==> src/rtl/seg_scan_ctrl.sv <==
// Four-digit multiplexed seven-segment scanner: IDLE / SHOW / BLANK sequencing with registered outputs.
// Optional build macro SEG_SCAN_LEADING_ZERO_BLANK_EN suppresses leading zero digits.
module seg_scan_ctrl #(
  parameter int TICK_DIV     = 100000,
  parameter int BLANK_CYCLES = 8
) (
  input  logic        clk,
  input  logic        rst,
  input  logic        en,
  input  logic [15:0] value,
  input  logic [3:0]  dp,
  output logic [3:0]  an,
  output logic [6:0]  seg,
  output logic        dp_n,
  output logic [1:0]  digit_idx
);

  typedef enum logic [1:0] {IDLE, SHOW, BLANK} state_t;

  localparam logic [16:0] TICK_LAST  = 17'(TICK_DIV - 1);
  localparam logic [7:0]  BLANK_LAST = 8'((BLANK_CYCLES > 0) ? BLANK_CYCLES - 1 : 0);
  localparam bit          HAS_BLANK  = (BLANK_CYCLES > 0);

  state_t      state_q, state_d;
  logic [16:0] presc_q, presc_d;
  logic [7:0]  blank_q, blank_d;
  logic [1:0]  idx_d;
  logic [3:0]  nib_q, nib_d;
  logic        dpb_q, dpb_d;
  logic [3:0]  an_d;
  logic [6:0]  seg_d;
  logic        dpn_d;
  logic        load;
  logic        lz;

  function automatic logic [6:0] hex_to_seg(input logic [3:0] nib);
    logic [6:0] s;
    case (nib)
      4'h0: s = 7'b1000000;
      4'h1: s = 7'b1111001;
      4'h2: s = 7'b0100100;
      4'h3: s = 7'b0110000;
      4'h4: s = 7'b0011001;
      4'h5: s = 7'b0010010;
      4'h6: s = 7'b0000010;
      4'h7: s = 7'b1111000;
      4'h8: s = 7'b0000000;
      4'h9: s = 7'b0010000;
      4'hA: s = 7'b0001000;
      4'hB: s = 7'b0000011;
      4'hC: s = 7'b1000110;
      4'hD: s = 7'b0100001;
      4'hE: s = 7'b0000110;
      default: s = 7'b0001110;
    endcase
    return s;
  endfunction

  always_comb begin
    state_d = state_q;
    presc_d = presc_q;
    blank_d = blank_q;
    idx_d   = digit_idx;
    load    = 1'b0;
    case (state_q)
      IDLE: begin
        if (en) begin
          state_d = SHOW;
          presc_d = '0;
          load    = 1'b1;
        end
      end
      SHOW: begin
        if (!en) begin
          state_d = IDLE;
          presc_d = '0;
          blank_d = '0;
        end else if (presc_q == TICK_LAST) begin
          presc_d = '0;
          if (HAS_BLANK) begin
            state_d = BLANK;
            blank_d = '0;
          end else begin
            // Back-to-back slots: re-enter SHOW directly on the next digit.
            idx_d = digit_idx + 2'd1;
            load  = 1'b1;
          end
        end else begin
          presc_d = presc_q + 17'd1;
        end
      end
      BLANK: begin
        if (!en) begin
          state_d = IDLE;
          presc_d = '0;
          blank_d = '0;
        end else if (blank_q == BLANK_LAST) begin
          blank_d = '0;
          idx_d   = digit_idx + 2'd1;
          state_d = SHOW;
          load    = 1'b1;
        end else begin
          blank_d = blank_q + 8'd1;
        end
      end
      default: state_d = IDLE;
    endcase

    nib_d = load ? value[{idx_d, 2'b00} +: 4] : nib_q;
    dpb_d = load ? dp[idx_d] : dpb_q;

`ifdef SEG_SCAN_LEADING_ZERO_BLANK_EN
    lz = (idx_d != 2'd0) && ((value >> {idx_d, 2'b00}) == 16'h0000);
`else
    lz = 1'b0;
`endif

    // Outputs are computed for the next state so they change on the same edge as the state.
    an_d  = 4'b1111;
    seg_d = 7'b1111111;
    dpn_d = 1'b1;
    if (state_d == SHOW) begin
      if (load) begin
        an_d  = ~(4'b0001 << idx_d);
        seg_d = lz ? 7'b1111111 : hex_to_seg(nib_d);
        dpn_d = ~dpb_d;
      end else begin
        an_d  = an;
        seg_d = seg;
        dpn_d = dp_n;
      end
    end
  end

  always_ff @(posedge clk or posedge rst) begin
    if (rst) begin
      state_q   <= IDLE;
      presc_q   <= '0;
      blank_q   <= '0;
      digit_idx <= '0;
      nib_q     <= '0;
      dpb_q     <= 1'b0;
      an        <= 4'b1111;
      seg       <= 7'b1111111;
      dp_n      <= 1'b1;
    end else begin
      state_q   <= state_d;
      presc_q   <= presc_d;
      blank_q   <= blank_d;
      digit_idx <= idx_d;
      nib_q     <= nib_d;
      dpb_q     <= dpb_d;
      an        <= an_d;
      seg       <= seg_d;
      dp_n      <= dpn_d;
    end
  end

endmodule
==> config.mk <==
export PLATFORM = sky130hd
export DESIGN_NAME = seg_scan_ctrl
export DESIGN_NICKNAME = d
export VERILOG_FILES = /design/src/rtl/seg_scan_ctrl.sv
export SDC_FILE = /design/constraint.sdc
export NUM_CORES = 1
export LEC_CHECK = 0
export ABC_AREA = 1
export ABC_CLOCK_PERIOD_IN_PS = 3630
export CORE_UTILIZATION = 60
export DETAILED_ROUTE_END_ITERATION = 8
export MAX_ROUTING_LAYER = met4
export PLACE_DENSITY = 0.91
export SLEW_MARGIN = 0
export SYNTH_ARGS = -nofsm -noshare
export SYNTH_HDL_FRONTEND = slang
export SYNTH_SLANG_ARGS = --single-unit
==> constraint.sdc <==
create_clock -name clk -period 3.63 [get_ports clk]
set_input_delay 0.5445 -clock clk [delete_from_list [all_inputs] [get_ports clk]]
set_output_delay 0.5445 -clock clk [all_outputs]
set_load 0.01 [all_outputs]
==> results.py <==
metrics = {
    "outcome": {
        "status": "complete, no violations",
    },
    "drt": {
        "drt-total-wl_mm": 6.25,
        "drc": 0,
        "first_pass_iters": 6,
        "via_count": 2541,
        "routedWlPerCell_um": 13.8,
        "first_iter_violations": 170,
        "viasPerCell": 5.60,
        "detail-route-antenna-nets": 0,
    },
    "critical_path": {
        "ff2ff_path_depth": 15,
        "critPathLaunch": "en",
        "r2r-start": "blank_q[0]",
        "path_max_fanout": 9,
        "path_class": "input port to flip-flop",
        "cp-end-kind": "flip-flop",
        "endpoint": "seg[0]",
        "r2r_end": "seg[0]",
        "worstPathRequired_ns": 3.88,
        "crit_arrival_ns": 3.10,
        "ff2ff_setup_slack_ns": 0.91,
        "cp-start-kind": "input port",
    },
    "synthesis": {
        "yosys_warnings": 0,
        "syn_nets": 394,
        "synth-edff-count": 0,
        "synth.area.top_cells": "dfrtp_1, dfstp_2, nand2_1, nand3_1, inv_1",
        "synth_most_common_cell": "nand2_1",
        "synth_top_cell_area_share_pct": 28.9,
        "synthFlopType": "dfrtp_1",
        "synth_seq_cells": 45,
        "synth_top_area_cell": "dfrtp_1",
        "ys_seq_area_share_pct": 40.0,
        "synth_common_cells": "nand2_1, inv_1, nand3_1",
        "ys_types": 38,
        "syn_avg_cell_area_sq_um": 7.88,
        "async_flop_share_pct": 100,
        "postSynthCellCount": 362,
        "syn-cell-area_sq_mm": 0.00285,
    },
    "finish": {
        "areaGrowthSynthToFinish_pct": 17.1,
        "drive_gt1_share_pct": 15.2,
        "fill_cells": 341,
        "diodes": 0,
        "fin_nets": 433,
        "finish.utilization_pct": 74.7,
    },
    "global_routing": {
        "grt_overflow": 0,
        "grt_pass1_wl_mm": 10.5,
        "grt_util_all_layers_pct": 27.4,
        "grt_max_degree": 46,
        "first_global_vias": 2388,
        "antenna_found_initial": 0,
    },
    "clock_network": {
        "cts_sinks": 45,
        "insertion_delay_ns": 0.31,
        "cts_buffers": 5,
        "cts_root_buffer": "clkbuf_8",
        "post-cts-setup-buffers": 0,
        "cts_tree": "done",
        "htree_levels": 2,
        "clockBufferDepth": 2,
        "post_cts_resized": 0,
        "postCtsHoldBufs": 0,
        "clkTransAtPathRegs_ns": 0.09,
    },
    "pwr": {
        "switching_share_pct": 32.6,
        "leakage_nw": 1.45,
        "pwr-share-comb_pct": 26.4,
        "power_frac_seq_pct": 46.8,
        "p_int_uw": 817,
        "power.density_mw_per_mm2": 363,
        "vdd_drop_max_uv": 350,
        "clkPwrFrac_pct": 26.8,
        "p_total_mw": 1.21,
        "switchingPower_uw": 395,
    },
    "die": {
        "die_w_um": 71.0,
        "dieArea_sq_mm": 0.00503,
        "num_rows": 24,
        "pin_count": 37,
        "die_h_um": 71.0,
        "core_area_sq_mm": 0.00447,
        "start_util_pct": 63.8,
    },
    "place": {
        "hpwl_mm": 4.63,
        "io_buffers": 36,
        "gp_congestion": 0.901,
    },
    "sta": {
        "slew_headroom_pct": 56.8,
        "fin_crit_ns": 2.85,
        "setup_viol": 0,
        "worst_slew_pin_slew_ns": 0.646,
        "maxSlewViolCount": 0,
        "clock.fmax_ghz": 0.351,
        "setup_tns_ns": 0,
        "clock_skew_ns": 0.00400,
        "hold_violations": 0,
        "grt_setup_unrepaired": "no",
        "post-route-period-util_pct": 78.5,
    },
    "flow_run": {
        "maxCapViolations": 0,
    },
    "worst_hold_path": {
        "worstHoldPathType": "flip-flop to flip-flop",
    },
}
## area by class of cell
class,instances,area [sq um],area share (%)
Timing Repair Buffer,38,375,11.2
Clock buffer,5,68.8,2.06
Inverter,48,185,5.54
Tap cell,52,65.1,1.95
Sequential cell,45,1140,34.1
Multi-Input combinational cell,263,1490,44.4
Clock inverter,3,21.3,0.636
## per-stage QoR
step / setup WS, ns / cell area [sq um] / hold slack (ns) / cells
CTS: 0.804 / 3340 / 0.508 / 454
finish: 0.781 / 3340 / 0.499 / 454
floorplan: 1.33 / 2850 / 0.464 / 362
detailed placement: 0.507 / 3250 / 0.489 / 446
global route: 0.583 / 3340 / 0.535 / 454
global placement: 0.537 / 3250 / 0.476 / 446
## cells in the final DEF, fill, tap and decap left out, types with 3 or more instances in the layout
| master | n |
|---|---|
| nand2_1 | 75 |
| a21oi_1 | 12 |
| dfrtp_1 | 33 |
| o21a_1 | 4 |
| inv_1 | 40 |
| ha_1 | 9 |
| nor2_1 | 38 |
| nor3_1 | 10 |
| or2_2 | 8 |
| clkinv_1 | 4 |
| clkbuf_8 | 5 |
| o21ai_0 | 13 |
| nor3b_1 | 3 |
| o22ai_1 | 7 |
| nand3_4 | 3 |
| nand2_4 | 6 |
| nand4_1 | 4 |
| clkdlybuf4s50_1 | 36 |
| inv_2 | 3 |
| nand3_1 | 39 |
| xor2_1 | 3 |
| nand2_2 | 10 |
| a31oi_1 | 3 |
| dfstp_2 | 12 |
## how the worst min path moves through the flow
stage	to	startpoint	cells past startpoint
detailed placement	blank_q[3]	blank_q[3]	1
finish	blank_q[3]	blank_q[3]	1
global route	blank_q[3]	blank_q[3]	1
global placement	blank_q[3]	blank_q[3]	1
floorplan	blank_q[3]	blank_q[3]	1
CTS	blank_q[3]	blank_q[3]	1
## registers in the layout, summed over array words and instances (netlist names)
| register | flops |
|---|---|
| presc_q | 17 |
| blank_q | 8 |
| seg | 7 |
| an | 4 |
| nib_q | 4 |
| digit_idx | 2 |
| state_q | 2 |
| dp_n | 1 |
## critical path: stages
cell and delay [ns]:
clkdlybuf4s50_1 0.54, nand2_2 0.13, nor2_4 0.16, nand3_4 0.19, xor2_2 0.24, nand2_1 0.10, nand3_1 0.07, nand2_1 0.20
inv_1 0.15, ha_1 0.22, inv_1 0.10, nand3_1 0.13, nand3_1 0.10, nand3_1 0.09, nand2_1 0.08, inv_1 0.04
## metal layers
metal  share of wire, %  vias to the layer above  wire (um)  global-route usage, %
li1                   -                     1262          -                      -
met1                 46                     1204       2850                   35.1
met2                 49                       63       3070                   44.9
met3                3.7                       12        232                   3.85
met4                1.5                        0         92                   9.78
met5                  0                        -          0                      -
## power groups by stage
stage                     clock [mW]  combinational, mW  sequential [mW]
after floorplan                    0              0.196            0.583
after global placement             0              0.311            0.575
after detailed placement           0              0.316            0.577
after CTS                      0.327              0.320            0.568
after global routing           0.346              0.353            0.571
final                          0.325              0.320            0.568
## cell families after synthesis
group	count (synthesis)	share of synthesized area, %
AND/OR/NAND/NOR	203	35.9
buffers and inverters	54	7.94
AO/OA/AOI/OAI	46	9.74
flip-flops	45	40.0
adder cells (fa/ha/maj)	9	3.95
XOR/XNOR	5	2.46
No activity file was read; power rests on OpenSTA's default activity.
